## src/rtl/bf16_minmax_reduce_if.sv

```systemverilog
// Handshake bundle between the BF16 min/max reduction engine and its environment.
// master: the reduction engine. slave: the job source / operand producer / result consumer.
interface bf16_minmax_reduce_if #(
    parameter int unsigned MAX_LEN = 256,
    parameter int unsigned IDX_W   = $clog2(MAX_LEN)
);
    logic              start;
    logic [IDX_W:0]    len;
    logic              operation;
    logic              in_valid;
    logic              in_ready;
    logic [15:0]       in_data;
    logic              out_valid;
    logic              out_ready;
    logic [15:0]       out_result;
    logic [IDX_W-1:0]  out_index;
    logic              out_all_nan;
    logic              busy;

    modport master (
        input  start, len, operation, in_valid, in_data, out_ready,
        output in_ready, out_valid, out_result, out_index, out_all_nan, busy
    );

    modport slave (
        output start, len, operation, in_valid, in_data, out_ready,
        input  in_ready, out_valid, out_result, out_index, out_all_nan, busy
    );
endinterface

```

## src/rtl/bf16_minmax_reduce.sv

```systemverilog
// Streaming BF16 min/max reduction: one operand per cycle into a running
// accumulator, single result handed out over valid/ready.
// NaN operands never win; an all-NaN or empty job returns canonical NaN 0x7FC0.
// Optional feature macro: BF16_REDUCE_ARGIDX_EN builds index tracking for out_index;
// when undefined out_index is tied to 0.
module bf16_minmax_reduce #(
    parameter int unsigned MAX_LEN = 256
) (
    input  logic                  clk,
    input  logic                  rst_n,
    bf16_minmax_reduce_if.master  bus
);
    localparam int unsigned IDX_W = $clog2(MAX_LEN);
    localparam int unsigned LEN_W = IDX_W + 1;
    localparam logic [15:0] CANON_NAN = 16'h7FC0;

    typedef enum logic [1:0] {IDLE, ACCUM, DONE} state_t;

    state_t            state_q, state_d;
    logic [LEN_W-1:0]  len_q, len_d;
    logic [LEN_W-1:0]  count_q, count_d;
    logic              op_q, op_d;
    logic [15:0]       acc_q, acc_d;
    logic              acc_empty_q, acc_empty_d;
    logic              in_ready_q, in_ready_d;
    logic              out_valid_q, out_valid_d;
    logic [15:0]       out_result_q, out_result_d;
    logic              out_all_nan_q, out_all_nan_d;
    logic              busy_q, busy_d;
`ifdef BF16_REDUCE_ARGIDX_EN
    logic [IDX_W-1:0]  idx_q, idx_d;
    logic [IDX_W-1:0]  out_index_q, out_index_d;
`endif

    logic              accept;
    logic              new_is_nan;
    logic [15:0]       key_new;
    logic [15:0]       key_acc;
    logic              better;
    logic              replace;
    logic              last;

    // Monotonic unsigned key: negatives inverted, positives offset above them.
    function automatic logic [15:0] order_key(input logic [15:0] x);
        return x[15] ? ~x : (x | 16'h8000);
    endfunction

    // Operand classification and compare against the running accumulator.
    assign accept     = (state_q == ACCUM) && bus.in_valid && in_ready_q;
    assign new_is_nan = (bus.in_data[14:7] == 8'hFF) && (bus.in_data[6:0] != 7'd0);
    assign key_new    = order_key(bus.in_data);
    assign key_acc    = order_key(acc_q);
    assign better     = op_q ? (key_new > key_acc) : (key_new < key_acc);
    assign replace    = !new_is_nan && (acc_empty_q || better);
    assign last       = (count_q == (len_q - LEN_W'(1)));

    // Next-state and next-output logic.
    always_comb begin
        state_d       = state_q;
        len_d         = len_q;
        count_d       = count_q;
        op_d          = op_q;
        acc_d         = acc_q;
        acc_empty_d   = acc_empty_q;
        out_result_d  = out_result_q;
        out_all_nan_d = out_all_nan_q;
`ifdef BF16_REDUCE_ARGIDX_EN
        idx_d         = idx_q;
        out_index_d   = out_index_q;
`endif
        case (state_q)
            IDLE: begin
                if (bus.start) begin
                    if (bus.len == LEN_W'(0)) begin
                        state_d       = DONE;
                        out_result_d  = CANON_NAN;
                        out_all_nan_d = 1'b1;
`ifdef BF16_REDUCE_ARGIDX_EN
                        out_index_d   = '0;
`endif
                    end else begin
                        state_d     = ACCUM;
                        len_d       = (bus.len > LEN_W'(MAX_LEN)) ? LEN_W'(MAX_LEN) : bus.len;
                        op_d        = bus.operation;
                        count_d     = '0;
                        acc_empty_d = 1'b1;
                    end
                end
            end
            ACCUM: begin
                if (accept) begin
                    if (replace) begin
                        acc_d       = bus.in_data;
                        acc_empty_d = 1'b0;
`ifdef BF16_REDUCE_ARGIDX_EN
                        idx_d       = count_q[IDX_W-1:0];
`endif
                    end
                    count_d = count_q + LEN_W'(1);
                    if (last) begin
                        state_d = DONE;
                        if (acc_empty_d) begin
                            out_result_d  = CANON_NAN;
                            out_all_nan_d = 1'b1;
`ifdef BF16_REDUCE_ARGIDX_EN
                            out_index_d   = '0;
`endif
                        end else begin
                            out_result_d  = acc_d;
                            out_all_nan_d = 1'b0;
`ifdef BF16_REDUCE_ARGIDX_EN
                            out_index_d   = idx_d;
`endif
                        end
                    end
                end
            end
            DONE: begin
                if (bus.out_ready) begin
                    state_d = IDLE;
                end
            end
            default: state_d = IDLE;
        endcase
        in_ready_d  = (state_d == ACCUM);
        out_valid_d = (state_d == DONE);
        busy_d      = (state_d != IDLE);
    end

    // State and output registers.
    always_ff @(posedge clk or negedge rst_n) begin
        if (!rst_n) begin
            state_q       <= IDLE;
            len_q         <= '0;
            count_q       <= '0;
            op_q          <= 1'b0;
            acc_q         <= '0;
            acc_empty_q   <= 1'b1;
            in_ready_q    <= 1'b0;
            out_valid_q   <= 1'b0;
            out_result_q  <= '0;
            out_all_nan_q <= 1'b0;
            busy_q        <= 1'b0;
`ifdef BF16_REDUCE_ARGIDX_EN
            idx_q         <= '0;
            out_index_q   <= '0;
`endif
        end else begin
            state_q       <= state_d;
            len_q         <= len_d;
            count_q       <= count_d;
            op_q          <= op_d;
            acc_q         <= acc_d;
            acc_empty_q   <= acc_empty_d;
            in_ready_q    <= in_ready_d;
            out_valid_q   <= out_valid_d;
            out_result_q  <= out_result_d;
            out_all_nan_q <= out_all_nan_d;
            busy_q        <= busy_d;
`ifdef BF16_REDUCE_ARGIDX_EN
            idx_q         <= idx_d;
            out_index_q   <= out_index_d;
`endif
        end
    end

    assign bus.in_ready    = in_ready_q;
    assign bus.out_valid   = out_valid_q;
    assign bus.out_result  = out_result_q;
    assign bus.out_all_nan = out_all_nan_q;
    assign bus.busy        = busy_q;
`ifdef BF16_REDUCE_ARGIDX_EN
    assign bus.out_index   = out_index_q;
`else
    assign bus.out_index   = '0;
`endif

endmodule

```

## src/flat_wrapper.sv

```systemverilog
// flat-port wrapper written by rule: the top's interface ports become plain ports
module bf16_minmax_reduce_flat 
#(
    parameter int unsigned MAX_LEN = 256
)
  (clk, rst_n, bus_start, bus_len, bus_operation, bus_in_valid, bus_in_data, bus_out_ready, bus_in_ready, bus_out_valid, bus_out_result, bus_out_index, bus_out_all_nan, bus_busy);
  bf16_minmax_reduce_if #(.MAX_LEN(MAX_LEN)) bus_i ();
  input  logic clk;
  input  logic rst_n;
  input wire logic [$bits(bus_i.start)-1:0] bus_start;
  input wire logic [$bits(bus_i.len)-1:0] bus_len;
  input wire logic [$bits(bus_i.operation)-1:0] bus_operation;
  input wire logic [$bits(bus_i.in_valid)-1:0] bus_in_valid;
  input wire logic [$bits(bus_i.in_data)-1:0] bus_in_data;
  input wire logic [$bits(bus_i.out_ready)-1:0] bus_out_ready;
  output wire logic [$bits(bus_i.in_ready)-1:0] bus_in_ready;
  output wire logic [$bits(bus_i.out_valid)-1:0] bus_out_valid;
  output wire logic [$bits(bus_i.out_result)-1:0] bus_out_result;
  output wire logic [$bits(bus_i.out_index)-1:0] bus_out_index;
  output wire logic [$bits(bus_i.out_all_nan)-1:0] bus_out_all_nan;
  output wire logic [$bits(bus_i.busy)-1:0] bus_busy;
  assign bus_i.start = bus_start;
  assign bus_i.len = bus_len;
  assign bus_i.operation = bus_operation;
  assign bus_i.in_valid = bus_in_valid;
  assign bus_i.in_data = bus_in_data;
  assign bus_i.out_ready = bus_out_ready;
  assign bus_in_ready = bus_i.in_ready;
  assign bus_out_valid = bus_i.out_valid;
  assign bus_out_result = bus_i.out_result;
  assign bus_out_index = bus_i.out_index;
  assign bus_out_all_nan = bus_i.out_all_nan;
  assign bus_busy = bus_i.busy;
  bf16_minmax_reduce #(.MAX_LEN(MAX_LEN)) u_core (.clk(clk), .rst_n(rst_n), .bus(bus_i));
endmodule
```

## config.mk

```make
export PLATFORM = sky130hd
export DESIGN_NAME = bf16_minmax_reduce_flat
export DESIGN_NICKNAME = d
export VERILOG_FILES = /design/src/rtl/bf16_minmax_reduce_if.sv /design/src/rtl/bf16_minmax_reduce.sv /design/src/flat_wrapper.sv
export SDC_FILE = /design/constraint.sdc
export NUM_CORES = 1
export LEC_CHECK = 0
export ABC_AREA = 1
export CAP_MARGIN = 20
export CELL_PAD_IN_SITES_DETAIL_PLACEMENT = 0
export CELL_PAD_IN_SITES_GLOBAL_PLACEMENT = 1
export CORE_MARGIN = 5
export CORE_UTILIZATION = 36
export DETAILED_ROUTE_END_ITERATION = 12
export PLACE_DENSITY_LB_ADDON = 0.08
export SKIP_CTS_REPAIR_TIMING = 1
export SYNTH_ARGS = -nofsm -noshare
export SYNTH_HDL_FRONTEND = slang
export SYNTH_SLANG_ARGS = --single-unit
```

## constraint.sdc

```tcl
create_clock -name clk -period 2.4 [get_ports clk]
set_input_delay 0.48 -clock clk [delete_from_list [all_inputs] [get_ports clk]]
set_output_delay 0.48 -clock clk [all_outputs]
set_load 0.05 [all_outputs]
```

==> metrics.md, run 1 <==
| Metric | Value |
|---|---|
| Outcome | finished, final reports clean |
| Combinational fraction of design power | around 57% |
| Wire length of the first global-routing pass | approximately 16,000 µm |
| Number of antenna violations at the first check in global routing | 0 |
| Htree depth | 3 |
| Library cells used by synthesis | 39 |
| Port Buffers | 50 |
| Fin nets | between 600 and 700 |
| Antenna diodes | 0 |
| Setup repair after global routing missed its margin | yes |
| Wire length after detailed routing | ~9600 µm |
| Startpoint kind of the worst setup timing path | input pin |
| Number of instances in the synthesized netlist | about 480 |
| Die Footprint | ~0.012 mm² |
| Initial DRC Count | between 150 and 200 |
| Flop pwr share | around a quarter |
| Core occupancy in the finished layout | 49.5% |
| Root buffer cell | clkbuf_8 |
| Yosys warning count | 0 |
| Fillers | 960 |
| WHS | 130 ps |
| Register bit count reported by yosys | slightly below 60 |
| Drt drc | 0 |
| Count of flip-flops with a built-in enable after synthesis | 0 |
| TritonRoute pass-1 iters | 4 |
| GRT overflow | 0 |
| Leakage Power | ~2.5 nW |
| Gr usage total | about 16% |
| Number of clock buffers inserted by TritonCTS | 9 |
| Die outline width | roughly 110 µm |
| Switching power | 2.95 mW |
| Share of layout cells above drive strength 1 | 14.4% |
| Max-slew violations | 0 |
| Sum of net half-perimeters after detailed placement | 7050 µm |
| Clock Sink Count | 58 |
| Final cycle utilization of the critical path | just under 100% |
| Final hold violation count | 0 |
| Commonest register cell after synthesis | dfrtp_1 |
| PwrDens | roughly 1300 mW/mm² |
| Synth Cell Area | between 0.003 and 0.004 mm² |
| Core region area | ~0.0099 mm² |
| Required time of the critical path | 2640 ps |
| Highest achievable clock rate | between 400 and 500 MHz |
| Number of routed nets with antenna violations | 0 |
| Wire length per cell after detailed routing | about 14 µm |
| Library cell with the largest summed area after synthesis | dfrtp_1 |
| Most common library cell in the layout ignoring fill and taps | nand2_1 |
| CP Capture Type | flip-flop |
| Worst-Skew Late Latency | roughly 340 ps |
| Final weighted congestion of routability-driven global placement | just over 0.8 |
| Top library cells by usage in the layout, fill and taps aside | nand2_1, dfrtp_1, inv_1 |
| Min cycle time layout | 2380 ps |
| Top-area cell type share of the netlist area | between 30% and 40% |
| Highest net fanout along the worst path | 6 |
| Reg clk slew, reported paths | 80 ps |
| Type of the tightest min-delay check | in2async |
| Cell Int Power | between 3 and 4 mW |
| Final-report setup violation count | 0 |
| I/O pin total | between 50 and 60 |
| TritonCTS clock tree | done |
| Proportion of synthesized chip area in sequential cells | approximately two fifths |
| Die span in y | between 100 and 150 µm |
| Count of maximum capacitance violations | 0 |
| Layout overhead on the synthesized area | 33.0% |
| Kind of critical path | in2reg |
| Arrival time at the worst endpoint | 2620 ps |
| Main area contributors after synthesis | dfrtp_1, nand2_1, ha_1 |
| Floorplan row count | 36 |
| Vias in the first global route | between 3,000 and 4,000 |
| Relative slew slack | around three fifths |
| Sw Share | a little under half |
| Total number of vias | ~3,200 |
| Final setup skew | between 15 and 20 ps |
| Vias per std cell | 4.65 |
| Proportion of synthesized flip-flops having asynchronous set or reset | 100% |
| Worst-case vdd ir drop | just over 0.6 mV |
| Largest net degree at the start of global routing | 59 |
| Max Root-Sink Buffers | 2 |
| Worst slew pin tran | around 570 ps |
| Clock network fraction of total power | between 15 and 20% |
| Mean Syn Cell Area | about 7.7 µm² |
| Effective utilization at floorplan | 37.2% |
==> synth_stat cells (all sizes together) (6+ instances only) <==
library cell / number
nand2: 154
xnor2: 22
inv: 46
o21ai: 11
nor2: 41
xor2: 23
dfrtp: 57
buf: 19
clkbuf: 6
a21oi: 18
nor3: 6
o31ai: 6
ha: 18
nand4: 11
nand3: 19
==> per-stage QoR <==
| stage | TNS, ps | std cells | area [µm²] | power, mW | worst slack (ps) |
|---|---|---|---|---|---|
| 4_1_cts | -4200 | 684 | 4710 | 6.35 | -213 |
| 6_report | 0 | 690 | 4880 | 6.52 | 19.5 |
| 3_5_place_dp | -16340 | 668 | 4480 | 5.22 | -570 |
| 3_3_place_gp | -15370 | 668 | 4480 | 5.19 | -560 |
| 5_1_grt | -1770 | 690 | 4880 | 7.12 | -104 |
| 2_1_floorplan | 0 | 482 | 3730 | 4.29 | 17.5 |
==> registers in the layout (all words and copies together), names as in the netlist <==
| register | count |
|---|---|
| u_core.bus.out_result | 16 |
| u_core.op_q | 1 |
| u_core.acc_q | 16 |
| u_core.count_q | 9 |
| u_core.acc_empty_q | 1 |
| u_core.bus.out_all_nan | 1 |
| u_core.len_q | 9 |
| u_core.bus.in_ready | 1 |
| u_core.bus.busy | 1 |
| u_core.bus.out_valid | 1 |
| u_core.state_q | 2 |
==> area by class of cell <==
type                       instances  area, µm²  share of cell area [%]
multi-input combinational        354       2010                    41.3
sequential                        58       1450                    29.8
timing repair buffer              83        841                    17.2
inverter                          46        173                    3.54
tap                              133        166                    3.41
clock buffer                      11        131                    2.69
clock inverter                     5        103                    2.10
==> critical path, stage by stage <==
cell	delay, ps
clkdlybuf4s50_1	500
xor2_1	160
ha_1	270
a21oi_1	140
nand2_1	90
a21oi_2	150
nand3_1	110
nand3_2	120
nand2_4	100
nand2_4	120
nand2_4	80
buf_4	140
nor2_2	110
nor2_1	50
==> worst paths after layout <==
check                                         start                   endpoint  slack [ps]  cells past startpoint
max in group asynchronous                     rst_n         u_core.acc_empty_q        1950                      2
min                                           rst_n          u_core.count_q[5]         130                      2
min in group clk           u_core.bus.out_result[5]   u_core.bus.out_result[5]         480                      2
max reg2reg                        u_core.acc_q[15]  u_core.bus.out_result[12]          70                     16
max                                 bus_in_data[11]  u_core.bus.out_result[12]          20                     14
min reg2reg                u_core.bus.out_result[5]   u_core.bus.out_result[5]         480                      2
==> power by group through the flow <==
stage	clock network, mW	registers [mW]	logic [mW]
CTS	1.13	1.68	3.55
global placement	0	1.69	3.50
finish	1.10	1.68	3.75
floorplan	0	1.90	2.39
global route	1.17	1.73	4.21
detailed placement	0	1.69	3.53
==> kinds of logic (layout without fill, tap and decap cells) <==
group                      after synthesis  count (layout)  share of synthesized area [%]
and+or+nand+nor                        235             236                           26.7
buffers and inverters                   71             145                           8.70
DFF                                     58              58                           39.6
xor gates and xnor gates                46              46                           11.4
adders and majority gates               18              18                           6.14
AOI/OAI and AO/OA                       46              46                           7.44
other                                    1               8                          0.102
==> routing by layer <==
| metal | track usage (%) | routed length [µm] | up-vias |
|---|---|---|---|
| met1 | 19.6 | 4560 | 1500 |
| li1 | - | - | 1648 |
| met3 | 3.38 | 260 | 10 |
| met2 | 26.7 | 4600 | 48 |
| met4 | 4.52 | 124 | 0 |
| met5 | 0 | 0 | - |
Power figures use the tool's default switching activity.
==> run 2: changes to the inputs <==
--- a/config.mk
+++ b/config.mk
@@ -14,6 +14,7 @@
 export DETAILED_ROUTE_END_ITERATION = 12
 export PLACE_DENSITY_LB_ADDON = 0.08
 export SKIP_CTS_REPAIR_TIMING = 1
+export SLEW_MARGIN = 20
 export SYNTH_ARGS = -nofsm -noshare
 export SYNTH_HDL_FRONTEND = slang
 export SYNTH_SLANG_ARGS = --single-unit
==> results of run 2 <==
Same layout as run 1: the final DEF is identical, and so are final timing and power.
